==> config.mk <==
export PLATFORM = sky130hd
export DESIGN_NAME = window_peak_tracker_flat
export DESIGN_NICKNAME = d
export VERILOG_FILES = /design/src/rtl/peak_pkg.sv /design/src/rtl/window_peak_tracker_if.sv /design/src/rtl/mag_cmp_unit.sv /design/src/rtl/window_peak_tracker.sv /design/src/flat_wrapper.sv
export SDC_FILE = /design/constraint.sdc
export NUM_CORES = 1
export LEC_CHECK = 0
export ABC_AREA = 1
export BUFFER_PORTS_ARGS = -buffer_cell sky130_fd_sc_hd__clkbuf_2
export CORE_AREA = 2 2 89 91
export DETAILED_ROUTE_END_ITERATION = 10
export DIE_AREA = 0 0 91 93
export HOLD_SLACK_MARGIN = 0.05
export SLEW_MARGIN = 0
export SYNTH_ARGS = -nofsm -noshare
export SYNTH_HDL_FRONTEND = slang
export SYNTH_SLANG_ARGS = --single-unit
==> constraint.sdc <==
create_clock -name clk -period 3 [get_ports clk]
set_input_delay 0.45 -clock clk [delete_from_list [all_inputs] [get_ports clk]]
set_output_delay 0.45 -clock clk [all_outputs]
set_load 0.05 [all_outputs]
==> src/rtl/peak_pkg.sv <==
// Shared constants for the window peak tracker: FSM encoding and default widths.
package peak_pkg;

    localparam int DATA_W_DEF  = 4;
    localparam int WIN_LEN_DEF = 8;
    localparam int CNT_W_DEF   = 4;

    localparam logic [1:0] ST_IDLE   = 2'd0;
    localparam logic [1:0] ST_ACCUM  = 2'd1;
    localparam logic [1:0] ST_REPORT = 2'd2;

endpackage

==> src/rtl/window_peak_tracker_if.sv <==
// Sample-in / result-out handshake bundle; slave is the tracker, master the environment.
interface window_peak_tracker_if
    import peak_pkg::*;
#(
    parameter int DATA_W = DATA_W_DEF,
    parameter int CNT_W  = CNT_W_DEF
);

    logic              in_valid;
    logic              in_ready;
    logic [DATA_W-1:0] in_data;
    logic              out_valid;
    logic              out_ready;
    logic [DATA_W-1:0] out_max;
    logic [DATA_W-1:0] out_min;
    logic [CNT_W-1:0]  out_max_cnt;

    modport master (
        output in_valid, in_data, out_ready,
        input  in_ready, out_valid, out_max, out_min, out_max_cnt
    );

    modport slave (
        input  in_valid, in_data, out_ready,
        output in_ready, out_valid, out_max, out_min, out_max_cnt
    );

endinterface

==> src/rtl/mag_cmp_unit.sv <==
// Combinational unsigned magnitude comparator: a against b.
module mag_cmp_unit #(
    parameter int DATA_W = 4
) (
    input  logic [DATA_W-1:0] a,
    input  logic [DATA_W-1:0] b,
    output logic              gt,
    output logic              lt,
    output logic              eq
);

    assign gt = (a > b);
    assign lt = (a < b);
    assign eq = (a == b);

endmodule

==> src/rtl/window_peak_tracker.sv <==
// Tracks max, min and count-of-max over fixed windows of accepted samples and
// reports one registered result per window through a valid/ready handshake.
module window_peak_tracker
    import peak_pkg::*;
#(
    parameter int DATA_W  = DATA_W_DEF,
    parameter int WIN_LEN = WIN_LEN_DEF,
    parameter int CNT_W   = CNT_W_DEF
) (
    input  logic                 clk,
    input  logic                 rst_n,
    input  logic                 clear,
    window_peak_tracker_if.slave bus
);

    logic [1:0]        state;
    logic [CNT_W-1:0]  sample_cnt;
    logic [DATA_W-1:0] cur_max;
    logic [DATA_W-1:0] cur_min;
    logic [CNT_W-1:0]  max_cnt;

    logic              out_valid_q;
    logic [DATA_W-1:0] out_max_q;
    logic [DATA_W-1:0] out_min_q;
    logic [CNT_W-1:0]  out_max_cnt_q;

    logic              accept;
    logic              last_sample;
    logic              gt_max, eq_max, lt_min;
    logic              cmp_unused_lt_max, cmp_unused_gt_min, cmp_unused_eq_min;
    logic [DATA_W-1:0] nxt_max;
    logic [DATA_W-1:0] nxt_min;
    logic [CNT_W-1:0]  nxt_cnt;

    mag_cmp_unit #(.DATA_W(DATA_W)) u_cmp_max (
        .a  (bus.in_data),
        .b  (cur_max),
        .gt (gt_max),
        .lt (cmp_unused_lt_max),
        .eq (eq_max)
    );

    mag_cmp_unit #(.DATA_W(DATA_W)) u_cmp_min (
        .a  (bus.in_data),
        .b  (cur_min),
        .gt (cmp_unused_gt_min),
        .lt (lt_min),
        .eq (cmp_unused_eq_min)
    );

    assign bus.in_ready    = (state != ST_REPORT);
    assign accept          = bus.in_valid && bus.in_ready;
    assign last_sample     = (sample_cnt == CNT_W'(WIN_LEN - 1));

    assign bus.out_valid   = out_valid_q;
    assign bus.out_max     = out_max_q;
    assign bus.out_min     = out_min_q;
    assign bus.out_max_cnt = out_max_cnt_q;

    // The first sample of a window seeds all three statistics; later ones compare
    // against the registered values, with max and min updated independently.
    always_comb begin
        // NOTE: every always_comb output gets a default first so no latch is inferred.
        nxt_max = cur_max;
        nxt_min = cur_min;
        nxt_cnt = max_cnt;
        if (state == ST_IDLE) begin
            nxt_max = bus.in_data;
            nxt_min = bus.in_data;
            nxt_cnt = CNT_W'(1);
        end else begin
            if (gt_max) begin
                nxt_max = bus.in_data;
                nxt_cnt = CNT_W'(1);
            end else if (eq_max) begin
                nxt_cnt = max_cnt + CNT_W'(1);
            end
            if (lt_min) nxt_min = bus.in_data;
        end
    end

    // NOTE: state registers use non-blocking assignments so every flop samples
    // pre-edge values regardless of statement order.
    always_ff @(posedge clk or negedge rst_n) begin
        if (!rst_n) begin
            state         <= ST_IDLE;
            sample_cnt    <= '0;
            cur_max       <= '0;
            cur_min       <= '0;
            max_cnt       <= '0;
            out_valid_q   <= 1'b0;
            out_max_q     <= '0;
            out_min_q     <= '0;
            out_max_cnt_q <= '0;
        end else if (clear) begin
            // Abort wins over everything; the last reported values stay visible.
            state       <= ST_IDLE;
            sample_cnt  <= '0;
            out_valid_q <= 1'b0;
        end else begin
            case (state)
                ST_IDLE: begin
                    if (accept) begin
                        state      <= ST_ACCUM;
                        sample_cnt <= CNT_W'(1);
                        cur_max    <= nxt_max;
                        cur_min    <= nxt_min;
                        max_cnt    <= nxt_cnt;
                    end
                end
                ST_ACCUM: begin
                    if (accept) begin
                        sample_cnt <= sample_cnt + CNT_W'(1);
                        cur_max    <= nxt_max;
                        cur_min    <= nxt_min;
                        max_cnt    <= nxt_cnt;
                        if (last_sample) begin
                            state         <= ST_REPORT;
                            out_valid_q   <= 1'b1;
                            out_max_q     <= nxt_max;
                            out_min_q     <= nxt_min;
                            out_max_cnt_q <= nxt_cnt;
                        end
                    end
                end
                ST_REPORT: begin
                    if (bus.out_ready) begin
                        state       <= ST_IDLE;
                        sample_cnt  <= '0;
                        out_valid_q <= 1'b0;
                    end
                end
                default: state <= ST_IDLE;
            endcase
        end
    end

endmodule

==> src/flat_wrapper.sv <==
// flat-port wrapper written by rule: the top's interface ports become plain ports
module window_peak_tracker_flat import peak_pkg::*;
#(
    parameter int DATA_W  = DATA_W_DEF,
    parameter int WIN_LEN = WIN_LEN_DEF,
    parameter int CNT_W   = CNT_W_DEF
)
  (clk, rst_n, clear, bus_in_valid, bus_in_data, bus_out_ready, bus_in_ready, bus_out_valid, bus_out_max, bus_out_min, bus_out_max_cnt);
  window_peak_tracker_if #(.DATA_W(DATA_W), .CNT_W(CNT_W)) bus_i ();
  input  logic clk;
  input  logic rst_n;
  input  logic clear;
  input wire logic [$bits(bus_i.in_valid)-1:0] bus_in_valid;
  input wire logic [$bits(bus_i.in_data)-1:0] bus_in_data;
  input wire logic [$bits(bus_i.out_ready)-1:0] bus_out_ready;
  output wire logic [$bits(bus_i.in_ready)-1:0] bus_in_ready;
  output wire logic [$bits(bus_i.out_valid)-1:0] bus_out_valid;
  output wire logic [$bits(bus_i.out_max)-1:0] bus_out_max;
  output wire logic [$bits(bus_i.out_min)-1:0] bus_out_min;
  output wire logic [$bits(bus_i.out_max_cnt)-1:0] bus_out_max_cnt;
  assign bus_i.in_valid = bus_in_valid;
  assign bus_i.in_data = bus_in_data;
  assign bus_i.out_ready = bus_out_ready;
  assign bus_in_ready = bus_i.in_ready;
  assign bus_out_valid = bus_i.out_valid;
  assign bus_out_max = bus_i.out_max;
  assign bus_out_min = bus_i.out_min;
  assign bus_out_max_cnt = bus_i.out_max_cnt;
  window_peak_tracker #(.DATA_W(DATA_W), .WIN_LEN(WIN_LEN), .CNT_W(CNT_W)) u_core (.clk(clk), .rst_n(rst_n), .clear(clear), .bus(bus_i));
endmodule
# --- Word level (Yosys, flattened, before mapping) ---
# Index checks and enable logic that the tools add are counted.
word_totals:
  elab_cells: 56
  output_inout_bits: 14
  register_bits: 31
op_classes:
  addsub: 2
  reduce_logical: 10
  n_eq_ne: 9
  muxes: 23
  n_lt_le_gt_ge: 2
  bitwise: 1
ops:
  columns: ["op", "n"]
  rows:
  - ["4-bit two-way mux", 11]
  - ["4-bit AND reduction", 4]
  - ["4-bit case mux with 3 select lines", 1]
  - ["2-bit two-way mux", 5]
  - ["3-bit by 2-bit != test with 1-bit output (second input constant)", 3]
  - ["4-bit by 1-bit adder with 4-bit output (second input constant)", 2]
  - ["2-bit case mux with 3 select lines", 1]
  - ["4-bit by 3-bit equality test with 1-bit output (second input constant)", 1]
  - ["4-bit equality test", 1]
  - ["4-bit > comparator", 1]
  - ["4-bit < comparator", 1]
  - ["1-bit two-way mux", 4]
  - ["4-bit nonzero test", 1]
  - ["3-bit != test (second input constant)", 1]
  - ["3-bit AND reduction", 1]
  - ["3-bit nonzero test", 1]
  - ["2-bit by 1-bit equality test with 1-bit output (second input constant)", 1]
  - ["2-bit equality test (second input constant)", 1]
  - ["2-bit logical NOT", 1]
  - ["2-bit != test (second input constant)", 1]
  - ["1-bit case mux with 2 select lines", 1]
  - ["2-bit OR reduction", 1]
  - ["1-bit logical AND", 1]
  - ["1-bit NOT", 1]

# --- Depth between registers and ports, before layout ---
# Gate-level depths: netlist of the first run.
logic_depth:
  ltp_word: 5
  mapped_depth: 12

# --- Hierarchy ---
# Synthesis of the first run repeated with hierarchy kept, for this count alone.
unflattened:
  cells_unflattened: 256
  hier_area_um2: 1870.5
by_module_without_submodules:
  columns: ["module", "instances", "area_per_inst_um2", "seq_area_each_um2", "cells_per_inst"]
  rows:
  - ["window_peak_tracker", 1, 1640.3, 775.7, 216]
  - ["mag_cmp_unit", 2, 115.1, 0.0, 20]

# --- Least setup slack after synthesis of the first run ---
# Ideal clock, no wire load.
synth_timing:
  kind: "flip-flop to flip-flop"
  start: "reg u_core.state[0]"
  end: "reg u_core.sample_cnt[0]"
  period_less_slack_ps: 1835
  path_slack_ps: 1165
  t_arrival_ps: 1770
  stages_incl_launch_ff: 10
  n_path_buf: 0
  required_ps: 2935
  path_cell_list: "dfrtp_1 -> inv_1 -> ha_1 -> inv_1 -> nand2_1 -> inv_1 -> nor2_1 -> nor3_1 -> o21ai_0 -> nand2_1"
synth_between:
  elab_chain_cells: 4
synth_rtl:
  columns: ["element", "line", "text"]
  rows:
  - ["start, declared", "window_peak_tracker.sv:16", "logic [1:0] state;"]
  - ["start signal, assigned", "window_peak_tracker.sv:86", "state <= ST_IDLE;"]
  - ["start signal, assigned", "window_peak_tracker.sv:97", "state <= ST_IDLE;"]
  - ["start signal, assigned", "window_peak_tracker.sv:104", "state <= ST_ACCUM;"]
  - ["2-bit != test (*)", "window_peak_tracker.sv:51", "assign bus.in_ready = (state != ST_REPORT);"]
  - ["net bus_in_ready", "flat_wrapper.sv:16", "output wire logic [$bits(bus_i.in_ready)-1:0] bus_in_ready;"]
  - ["1-bit logical AND (*)", "window_peak_tracker.sv:52", "assign accept = bus.in_valid && bus.in_ready;"]
  - ["3-bit by 2-bit != test with 1-bit output (no source line)", null, null]
  - ["4-bit AND reduction (no source line) (*)", null, null]
  - ["end signal, assigned", "window_peak_tracker.sv:113", "sample_cnt <= sample_cnt + CNT_W'(1);"]
  - ["end, declared", "window_peak_tracker.sv:17", "logic [CNT_W-1:0] sample_cnt;"]
# Mark *: on every way through the listed nets, which the timed path passes. The rest lies on a longest branch.
# A chain may end at the register's enable or synchronous reset.

# --- Worst setup path after layout of the first run ---
layout_timing:
  start: "reg u_core.state[0]"
  end: "reg u_core.cur_max[3]"
layout_between:
  elab_chain_cells: 3
layout_rtl:
  columns: ["element", "line", "text"]
  rows:
  - ["2-bit by 1-bit equality test with 1-bit output, or another cell as far along", "window_peak_tracker.sv:101", "case (state)"]
  - ["2-bit OR reduction (no source line) / 1-bit logical AND (equally long branches)", null, null]
  - ["3-bit AND reduction (no source line)", null, null]
  - ["end signal, assigned", "window_peak_tracker.sv:106", "cur_max <= nxt_max;"]
  - ["end signal, assigned", "window_peak_tracker.sv:114", "cur_max <= nxt_max;"]
  - ["end, declared", "window_peak_tracker.sv:18", "logic [DATA_W-1:0] cur_max;"]
# Several ways; a longest one is shown, not always the timed one.

==> run summary, run 1 <==
The flow ran to the end, and the final reports show no timing, DRC or antenna violations. Number of buffers inserted by post-CTS setup repair: 0. Power per cell area: 766 nW/um2. Total core area: 7530 um2. Summed over all cells, the static leakage comes to 1.21 nW. The tools report the number of nets with antenna violations after detailed routing as 0. The max-slew violation total from the final report came out at 0. The initial antenna violation count was 0; the height of the chip was 93 um. In this run the tightest slew margin relative to its limit is 48.5%.

The worst hold slack after final layout is 231 ps, and the synthesized-area fraction occupied by adder cells is 8.82%. The tools report the number of buffers added to fix hold violations after cts as 0. Setup repair after global routing left no endpoint under its margin. The first detailed-routing pass ran for 4 iterations. The clock passes through at most 2 buffers. The overall fraction of global-route tracks in use is 10.6%, and the average wire per cell in the routed design is 11.0 um.

The via count of the first global-routing pass was 1548. Multiplexer cells account for 0% of the synthesized area. After the first detailed-routing iteration, the DRC count stood at 98. Across the VDD grid, the largest voltage drop is 331 uV.

Across all layers, the routed design uses 1597 vias. Timing would allow up to 472 MHz. The placer congestion estimate is 0.869, and the area of all sequential standard cells is 776 um2. From synthesis to final layout, the design area changed by 17.2%.

After the last flow step, the layout net total stands at 291. The antenna diode count came out at 0. Along the worst path, the maximum fanout reaches 13. Input and output buffers added on the ports amount to 22. Counting every net in the synthesized netlist gives 267. Share of the core filled with cells: 28.7%. For the final routed database, the setup TNS stands at 0 ps. CTS placed an instance of sky130_fd_sc_hd__clkbuf_8 at the clock tree root.

The worst path in the final design needs a cycle of 2120 ps, including I/O delays and setup. The initialized floorplan defines 32 standard-cell rows. Entering global routing, the biggest net connects 32 pins. The worst setup path is of the flop to flop kind. For the final number of hold-violating endpoints, the log shows 0. Data required time at the worst endpoint: 3220 ps. Gates resized during post-CTS repair numbered 0. The tools report the endpoint class of the critical path as a flop. Yosys printed 0 warnings.

The worst setup path is launched from a flop. The transition time at the pin with the least slew margin was 773 ps; the area of the die was 8460 um2. The critical path starts at u_core.state[0]$_DFFE_PN0P_. The xor/xnor cell area share of the yosys netlist is 1.90%, and the worst clock skew is 4.22 ps.

TritonCTS built the clock tree. The register-to-register setup slack came out at 880 ps. The number of non-filler instances in the completed layout came out at 372. The total of fill cells in the finished design came out at 844. The first global-routing pass estimated 7120 um of wire. Max-cap violations in this run came to 0. Number of synthesized register bits: 31. The clock reaches the later pin of the worst-skew pair after 280 ps. Summed over all layers, the routed wires come to 4090 um. The launching point of the worst reg2reg path is u_core.state[0]$_DFFE_PN0P_.

For this run the aggregate overflow at the end of global routing stands at 0. Including well taps, the total number of placed cells is 364. Once detailed placement completed, the half-perimeter wirelength came to 3200 um. Counting distinct cell types in the post-synthesis netlist gives 26.

Setup violations remaining at the end of the flow were counted as 0. After layout, the worst path uses 70.6% of the clock period. After detailed routing, the number of vias per cell comes to 4.29.

For this design, the sink count on the clock tree is 31. After Yosys synthesis, and, or, nand and nor cells account for 33.0% of the synthesized area. Counting every instance in the synthesized netlist gives 245. In this run the count of I/O pins placed on the die edge is 23. Summing the areas of all compound-gate instances in the mapped netlist gives 5.16% of the synthesized area. The number of H-tree levels came out at 2. In this run the mean area of a mapped cell was 7.53 um2. The register area share after synthesis is 42.1%. The floorplan die width works out to 91 um. After synthesis, the largest family of logic cells by area is simple AND/OR/NAND/NOR gates. For the worst path arrival time, the log shows 2340 ps.

Share of layout cells above drive strength 1: 15.2%. Clock transition time at the flip-flop clock pins of the worst setup and hold paths: 70 ps. The run gives 1840 um2 as the netlist area before placement.

The multi-input combinational cells in the finished layout cover a total of 902 um2. The class of the tightest hold or removal check is input port to async pin. The initial cell density of the core is 24.5%, and the post-detailed-route DRC marker count is 0. Counting the buffers created by CTS gives 5.
## synthesized netlist by cell type, drive strengths merged
master  number  area [um2]
buf          4        35.0
xnor2        1        8.76
o21ai       14        77.6
nor2        14        55.1
nor3         3        26.3
a21boi       1        7.51
nor4         1        6.26
a21oi        2        10.0
nand3       29         145
dfrtp       31         776
nand2       91         354
clkbuf       1        3.75
xor2         3        26.3
nor3b        1        7.51
or2          2        15.0
inv         34         128
ha          13         163
## layer usage
metal / track usage [%] / vias to the layer above / share of wire [%]
met2: 17.8 / 33 / 48
met4: 2.65 / 0 / 1.1
met3: 3.06 / 5 / 4.4
met5: 0 / - / 0
met1: 13.4 / 746 / 47
li1: - / 813 / -
## critical path: stages, from the launching register on
cell,delay [ps]
sky130_fd_sc_hd__dfrtp_1,370
sky130_fd_sc_hd__inv_1,80
sky130_fd_sc_hd__ha_1,220
sky130_fd_sc_hd__inv_1,90
sky130_fd_sc_hd__nand2_1,110
sky130_fd_sc_hd__inv_1,140
sky130_fd_sc_hd__nand3_1,380
sky130_fd_sc_hd__inv_1,450
sky130_fd_sc_hd__nand3_1,130
sky130_fd_sc_hd__nand2_1,80
## stage by stage
| step | total power, mW | area (um2) | worst slack, ps |
|---|---|---|---|
| CTS | 1.68 | 2160 | 875 |
| global placement | 1.22 | 2040 | 942 |
| global route | 1.81 | 2160 | 635 |
| detailed placement | 1.24 | 2040 | 904 |
| finish | 1.65 | 2160 | 883 |
| floorplan | 1.08 | 1840 | 1160 |
## registers in the layout (all words and copies together) (netlist names)
signal and flops:
u_core.bus.out_valid 1, u_core.cur_min 4, u_core.bus.out_min 4, u_core.bus.out_max 4
u_core.state 2, u_core.bus.out_max_cnt 4, u_core.sample_cnt 4, u_core.cur_max 4
u_core.max_cnt 4
## report_power, final
group	switching, mW	internal [mW]	total (mW)
registers	0.0548	0.498	0.553
logic	0.463	0.214	0.677
clock network	0.156	0.268	0.425
total	0.674	0.980	1.65
## cell families after synthesis
logic type,count (synthesis)
compound gates,17
simple gates,141
fa+ha+maj,13
buf+inv,39
xor+xnor,4
flops,31
## final cells by class
type	instances	area share [%]
inverters	34	5.91
clock buffers	6	3.82
well taps	102	5.91
flip-flops and latches	31	35.9
repair buffers	22	5.10
clock inverters	2	1.62
multi-input cells	175	41.7
## placed cells by master, fill, tap and decap left out, drive strengths merged
master / instances
a21boi: 1
a21oi: 2
bufinv: 1
clkbuf: 28
clkinv: 1
dfrtp: 31
ha: 13
inv: 34
nand2: 91
nand3: 29
nor2: 14
nor3: 3
nor3b: 1
nor4: 1
o21ai: 14
or2: 2
xnor2: 1
xor2: 3
## final timing paths
check / to / depth (start not counted)
worst max-delay path: u_core.cur_max[3]$_DFFE_PN0P_ / 9
worst min-delay path: u_core.bus.out_max_cnt[0]$_DFFE_PN0P_ / 1
worst max register to register: u_core.cur_max[3]$_DFFE_PN0P_ / 9
worst min register to register: u_core.bus.out_max_cnt[1]$_DFFE_PN0P_ / 2
max in group asynchronous: u_core.cur_max[3]$_DFFE_PN0P_ / 1
min in group clk: u_core.bus.out_max_cnt[1]$_DFFE_PN0P_ / 2
Power figures use the tool's default switching activity.
==> run 2: changes to the inputs <==
==> constraint.sdc (replaced) <==
create_clock -name clk -period 1.8 [get_ports clk]
set_input_delay 0.27 -clock clk [delete_from_list [all_inputs] [get_ports clk]]
set_output_delay 0.27 -clock clk [all_outputs]
set_load 0.05 [all_outputs]
==> run summary, run 2 (same netlist as run 1, synthesis figures left out) <==
The flow ran to the end, and the final reports show no timing, DRC or antenna violations. In this run the worst setup path begins at u_core.cur_max[3]$_DFFE_PN0P_. The cell repeated most along the worst path is sky130_fd_sc_hd__nand2_1.

The most critical setup path has its endpoint at u_core.bus.out_max[0]$_DFFE_PN0P_. The tools report the register-to-register setup slack as 160 ps (-730 ps). Destination of the worst register-to-register timing path: u_core.bus.out_max[0]$_DFFE_PN0P_.

The length of routed met3 wiring came out at 211 um (+19%). The run gives 297 (+2.1%) as the final-stage net count. The clock transition time at the flip-flop clock pins of the worst setup and hold paths was 70 ps (about the same); the transition time at the pin with the least slew margin was 399 ps (-374 ps). The signal on the critical path passes through inv_1 > ha_1 > nand2_1 > nor2_4 > inv_1 > nand2_2 > nand2_4 > nand2_1 > nand3_1 > nand2_1. STA classifies the critical path endpoint as a flop. The run gives 2030 ps (-1190 ps) as the data required time at the worst endpoint. For the antenna diode count, the log shows 0 (unchanged). The floorplan die width is 91 um (unchanged), and the overall fraction of global-route tracks in use is 11.1% (+0.49 points). The placed wire-length estimate after detailed placement was 3080 um (-3.6%); the count of maximum capacitance violations was 0 (unchanged).

The cell depth of the worst flop-to-flop path works out to 10 (+1). In the layout the commonest cells are 87 x sky130_fd_sc_hd__nand2_1, 31 x sky130_fd_sc_hd__dfrtp_1, 29 x sky130_fd_sc_hd__inv_1. Sum of routed wire length over all layers: 4270 um (+4.4%). The tools report the kind of start point of the critical path as a flop.

The number of buffers inserted by post-CTS setup repair is 0 (unchanged). The run gives 1.21 nW (+0.61%) as the static leakage power. CTS sink count: 31 (unchanged). The worst clock skew was 7.58 ps (+3.36 ps).

The worst ir drop on vdd came out at 602 uV (+82%). For the global-route wire length before repair, the log shows 7530 um (+5.7%). The placed cell area is 2080 um2 (+1.8%), and the source-to-sink clock delay at the later pin of the worst-skew pair is 290 ps (about the same). The via total after detailed routing is 1623 (+1.6%), and the number of H-tree levels is 2 (unchanged).

The via count normalized by instance count is 4.29 (about the same), and the maximum root-to-sink buffer count is 2 (unchanged). The number of logic stages on the critical path including buffering came out at 10 (+1). The largest fanout on the critical path came out at 7 (-6). The first-pass detailed-route iteration total is 5 (+1). The number of port buffers is 22 (unchanged), and the setup-violating endpoint count in the final report is 0 (unchanged).

The area of the die is 8460 um2 (unchanged). The worst register-to-register path begins at u_core.cur_max[3]$_DFFE_PN0P_. The share of layout cells above drive strength 1 is 20.3% (+5.1 points). The highest metal layer carrying signal wires in the routed design is met4. The run gives 845 (+0.12%) as the total of fill cells in the finished design. The average wire per cell in the routed design works out to 11.3 um (+2.7%). The run gives 0 (unchanged) as the final number of hold-violating endpoints.

The worst hold slack after final layout is 306 ps (+75.2 ps). The delay of the slowest critical-path stage works out to 350 ps (-100 ps). The logs give 1633 (+5.5%) for the via count of the first global-routing pass and 0 (unchanged) for the number of nets with antenna violations after detailed routing. The height of the chip came out at 93 um (unchanged). The multi-input gate area in the final layout was 950 um2 (+5.3%).

Total buffers and inverters traversed by the critical path: 2 (-2). The total CTS buffers was 5 (unchanged). TritonCTS built the clock tree. The placer congestion estimate was 0.836 (-3.8%). For the pin count of the biggest net entering global routing, the log shows 32 (unchanged). The cell family contributing the most delay on the critical path was simple AND/OR/NAND/NOR gates. The max-slew violation total from the final report came out at 0 (unchanged). The worst path arrival time was 1870 ps (-470 ps). The initial antenna violation count came out at 0 (unchanged). The slowest stage of the critical path is the sky130_fd_sc_hd__dfrtp_1 cell. Final instance area: 2230 um2 (+3.3%). For the area of all sequential standard cells, the log shows 776 um2 (unchanged). The power per cell area is 1210 nW/um2 (+59%), and the initial cell density of the core is 24.5% (unchanged).

The highest clock rate was 609 MHz (+29%). The cell sitting at the root of the clock tree is a sky130_fd_sc_hd__clkbuf_8. The run gives 2020 um (+4.9%) as the wire length on met1. The total core area is 7530 um2 (unchanged), and the minimum clock period after layout is 1640 ps (-474 ps). The logs give 23 (unchanged) for the I/O pin total and 69 (-30%) for the number of DRC markers in iteration 0. The area growth from synthesis to layout is 21.0%. The library cell used most frequently in the layout, excluding fill and tap cells, is sky130_fd_sc_hd__nand2_1. The post-detailed-route DRC marker count is 0 (unchanged), and the sum of met2 wire segment lengths after detailed routing is 2020 um (+3.8%).

The run gives 73.4% (+25 points) as the worst max-slew margin expressed relative to the limit. The critical path in this run is classified as flop to flop. The share of the clock period used by the worst path is 91.3% (+21 points). The global route total overflow was 0 (unchanged); the count of standard-cell rows was 32 (unchanged). The class of the tightest hold or removal check is input port to flop.
## run 2: cell types whose count changed in the layout (fill, tap and decap cells not counted), moves of 2 or more
cell                         previous run  this run
sky130_fd_sc_hd__inv_1                 32        29
sky130_fd_sc_hd__buf_4                  0         4
sky130_fd_sc_hd__clkinv_2               1         3
sky130_fd_sc_hd__clkinvlp_4             0         3
sky130_fd_sc_hd__nor2_1                13        10
sky130_fd_sc_hd__nor2_2                 1         3
## run 2: repair_timing
action / in CTS / in global routing
hold buffers: 1 / 0
resized for setup: 0 / 15
endpoints found under the setup margin: 0 / 25
endpoints found under the hold margin: 31 / 0
## run 2: per-layer routing
layer,vias to the layer above,global-route usage [%]
met4,0,4.17
li1,823,-
met2,39,18.1
met1,755,14.3
met3,6,2.66
met5,-,0
## run 2: through the flow
stage	TNS (ps)	total power [mW]	instances	setup WS, ps	utilization (%)
2_1_floorplan	0	1.81	245	35.3	-
3_3_place_gp	0	2.06	368	125	27.6
3_5_place_dp	0	2.07	368	101	27.6
4_1_cts	0	2.64	377	96.4	28.9
5_1_grt	-7.17	3.00	378	-4.50	29.7
6_report	0	2.71	378	157	29.7
## run 2: worst min-delay path: stages
cell                       delay, ps
sky130_fd_sc_hd__clkbuf_2        110
sky130_fd_sc_hd__nor2_1           50
sky130_fd_sc_hd__nand2_1          40
sky130_fd_sc_hd__o21ai_0          70
## run 2: worst min-delay path by stage
stage          start                                 to  slack (ps)  cells after the start
6_report       clear        u_core.state[1]$_DFFE_PN0P_         310                      4
5_1_grt        clear        u_core.state[1]$_DFFE_PN0P_         360                      4
4_1_cts        clear        u_core.state[1]$_DFFE_PN0P_         310                      4
3_5_place_dp   rst_n      u_core.max_cnt[1]$_DFFE_PN0P_         320                      2
3_3_place_gp   rst_n      u_core.max_cnt[2]$_DFFE_PN0P_         310                      2
2_1_floorplan  rst_n  u_core.bus.out_max[0]$_DFFE_PN0P_         -30                      0
## run 2: cell type report
type                       count  area share (%)
clock buffer                   5            3.08
clock inverter                 3           0.673
inverter                      34            6.17
multi-input combinational    175            42.5
sequential                    31            34.8
tap                          102            5.72
timing repair buffer          27            6.73
timing repair inverter         1           0.336
## run 2: power by group
part           internal (mW)  switching [mW]  leakage, nW  total [mW]
logic                  0.403           0.850        0.752        1.25
clock network          0.264           0.279       0.0477       0.544
registers              0.830          0.0858        0.415       0.915
==> run 3: changes to the inputs <==
--- a/config.mk
+++ b/config.mk
@@ -6,11 +6,12 @@
 export NUM_CORES = 1
 export LEC_CHECK = 0
 export ABC_AREA = 1
-export BUFFER_PORTS_ARGS = -buffer_cell sky130_fd_sc_hd__clkbuf_2
+export BUFFER_PORTS_ARGS = -buffer_cell sky130_fd_sc_hd__buf_2
 export CORE_AREA = 2 2 89 91
 export DETAILED_ROUTE_END_ITERATION = 10
 export DIE_AREA = 0 0 91 93
 export HOLD_SLACK_MARGIN = 0.05
+export RECOVER_POWER = 50
 export SLEW_MARGIN = 0
 export SYNTH_ARGS = -nofsm -noshare
 export SYNTH_HDL_FRONTEND = slang
==> run summary, run 3 (same netlist as run 1, synthesis figures left out) <==
The cell depth of the worst flop-to-flop path is 9 (-1), and the multi-input gate area in the final layout is 927 um2 (-2.4%). The highest clock rate is 600 MHz (-1.4%). The total CTS buffers was 5 (unchanged); the via count normalized by instance count was 4.25 (-1.0%).

The first-pass detailed-route iteration total was 4 (-1). The setup slack at placement is 97.0 ps (-4.32 ps), and the share of layout cells above drive strength 1 is 18.9% (-1.4 points). The pin count of the biggest net entering global routing came out at 32 (unchanged). The kind of start point of the critical path is a flop. The worst path arrival time was 1840 ps (-30 ps). The library cell used most frequently in the layout, excluding fill and tap cells, is sky130_fd_sc_hd__nand2_1. The tools report the area of all sequential standard cells as 776 um2 (unchanged). TritonCTS built the clock tree. The logs give 367 (-0.27%) for the number of cells in the design after placement and 4170 um (-2.2%) for the sum of routed wire length over all layers. The number of nets with antenna violations after detailed routing was 0 (unchanged); the share of the clock period used by the worst path was 92.6% (+1.3 points). The minimum clock period after layout is 1670 ps (+23.9 ps), and the delay of the slowest critical-path stage is 400 ps (+50 ps).

The total core area was 7530 um2 (unchanged). The count of standard-cell rows was 32 (unchanged). The floorplan die width works out to 91 um (unchanged).

The tightest min-delay check is of the input port to async pin type. The tools report the antenna diode count as 0 (unchanged). The tools report the post-detailed-route DRC marker count as 0 (unchanged). The critical path goes through inv_1 > ha_2 > clkinvlp_4 > nand2_2 > inv_1 > nand3_2 > clkinvlp_4 > nand3_1 > nand2_1. The source-to-sink clock delay at the later pin of the worst-skew pair was 280 ps (about the same); the via total after detailed routing was 1602 (-1.3%). Height of the chip: 93 um (unchanged). The via count of the first global-routing pass came out at 1566 (-4.1%).

The final total power is 2.86 mW (+5.3%). In the layout the commonest cells are 87 x sky130_fd_sc_hd__nand2_1, 31 x sky130_fd_sc_hd__dfrtp_1, 30 x sky130_fd_sc_hd__inv_1. The number of logic stages on the critical path including buffering was 9 (-1); the I/O pin total was 23 (unchanged). The power per cell area came out at 1280 nW/um2 (+5.5%).

The worst clock skew was 5.15 ps (-2.43 ps). The worst max-slew margin expressed relative to the limit came out at 46.7% (-27 points). The overall fraction of global-route tracks in use was 10.8% (-0.30 points). Setup repair after global routing could not meet its margin everywhere. The flow ran to the end, and the final reports show no timing, DRC or antenna violations.

The cell family contributing the most delay on the critical path is buffers and inverters. For the worst ir drop on vdd, the log shows 448 uV (-25%). The cell sitting at the root of the clock tree is a sky130_fd_sc_hd__clkbuf_8. The placed wire-length estimate after detailed placement is 3130 um (+1.5%), and the placed cell area is 2070 um2 (-0.36%). Worst hold slack after final layout: 58.5 ps (-248 ps).

On the critical path, the stage with the largest delay is an instance of sky130_fd_sc_hd__dfrtp_1. The tools report the placer congestion estimate as 0.853 (+2.0%). In this run the worst setup path begins at u_core.state[0]$_DFFE_PN0P_. Number of non-filler instances in the completed layout: 377 (-0.26%).

The transition time at the pin with the least slew margin came out at 799 ps (+400 ps). The area of the die was 8460 um2 (unchanged); the final instance area was 2230 um2 (-0.17%). The signed area change from the synthesized netlist to the final layout was 20.8%; the final-stage net count was 296 (-0.34%). The final number of hold-violating endpoints is 0 (unchanged). The maximum root-to-sink buffer count is 2 (unchanged), and the global route total overflow is 0 (unchanged). The setup-violating endpoint count in the final report was 0 (unchanged); the CTS sink count was 31 (unchanged). The number of port buffers was 22 (unchanged).

Largest fanout on the critical path: 6 (-1). The critical path in this run is classified as flop to flop. The data required time at the worst endpoint came out at 1970 ps (-60 ps). Endpoint of the most critical setup path: u_core.cur_min[2]$_DFFE_PN0P_. The worst setup path is captured at a flop. The global-route wire length before repair was 7270 um (-3.4%); the max-slew violation total from the final report was 0 (unchanged). The total buffers and inverters traversed by the critical path was 4 (+2). The run gives 1.22 nW (+0.24%) as the static leakage power.

The destination of the worst register-to-register timing path is u_core.cur_min[2]$_DFFE_PN0P_. The logs give 844 (-0.12%) for the total of fill cells in the finished design and 2 (unchanged) for the number of H-tree levels. For the initial cell density of the core, the log shows 24.5% (unchanged). Initial antenna violation count: 0 (unchanged).

The average wire per cell in the routed design was 11.1 um (-1.9%); the clock transition time at the flip-flop clock pins of the worst setup and hold paths was 70 ps (about the same). The launching point of the worst reg2reg path was u_core.state[0]$_DFFE_PN0P_. The logs give 130 ps (-20 ps) for the register-to-register setup slack and 58 (-16%) for the number of DRC markers in iteration 0. The least setup slack across all paths after layout is 133 ps (-23.9 ps). The count of maximum capacitance violations is 0 (unchanged).
==> run 3: cell types whose count changed in the layout (fill, tap and decap cells not counted), moves of 2 or more <==
cell,previous run,this run
sky130_fd_sc_hd__clkbuf_2,22,1
sky130_fd_sc_hd__buf_2,0,19
sky130_fd_sc_hd__clkbuf_1,0,2
sky130_fd_sc_hd__clkinv_2,3,1
sky130_fd_sc_hd__nor2_1,10,12
sky130_fd_sc_hd__nor2_2,3,1
==> run 3: per-stage QoR <==
stage               TNS (ps)  utilization (%)
floorplan                  0                -
global placement           0             27.5
detailed placement         0             27.5
CTS                        0             29.1
global route            -119             29.6
finish                     0             29.6
==> run 3: worst min path at each step <==
stage / startpoint / to
floorplan: rst_n / u_core.bus.out_max[0]$_DFFE_PN0P_
global placement: rst_n / u_core.max_cnt[2]$_DFFE_PN0P_
detailed placement: rst_n / u_core.max_cnt[1]$_DFFE_PN0P_
CTS: rst_n / u_core.max_cnt[1]$_DFFE_PN0P_
global route: rst_n / u_core.max_cnt[1]$_DFFE_PN0P_
finish: rst_n / u_core.max_cnt[1]$_DFFE_PN0P_
==> run 3: per-layer routing <==
metal / global-route usage (%) / wire length (um) / vias up
met3: 3.30 / 188 / 5
li1: - / - / 823
met4: 3.03 / 51 / 0
met1: 13.4 / 1970 / 743
met2: 18.1 / 1970 / 31
met5: 0 / 0 / -
==> run 3: final cells by class <==
type,instances,share of cell area [%]
Timing Repair inverter,1,0.337
Sequential cell,31,34.8
Clock buffer,6,3.71
Timing Repair Buffer,26,6.18
Inverter,34,6.06
Tap cell,102,5.73
Multi-Input combinational cell,175,41.6
Clock inverter,2,1.57
==> run 3: worst reg2reg max path, stage by stage, from the launching register on <==
cell and delay (ps):
sky130_fd_sc_hd__dfrtp_1 400, sky130_fd_sc_hd__inv_1 110, sky130_fd_sc_hd__ha_2 220, sky130_fd_sc_hd__clkinvlp_4 110, sky130_fd_sc_hd__nand2_2 90, sky130_fd_sc_hd__inv_1 100, sky130_fd_sc_hd__nand3_2 160, sky130_fd_sc_hd__clkinvlp_4 190
sky130_fd_sc_hd__nand3_1 120, sky130_fd_sc_hd__nand2_1 50
==> run 3: where the power goes <==
group          total [mW]  internal [mW]  switching [mW]
clock               0.715          0.448           0.267
sequential          0.916          0.830          0.0867
combinational        1.22          0.411           0.813
==> run 3: timing repair <==
action                                  in CTS  in global routing
hold buffers                                 0                  0
buffers inserted                             0                  1
endpoints found under the setup margin       0                 22
resized for setup                            0                 10
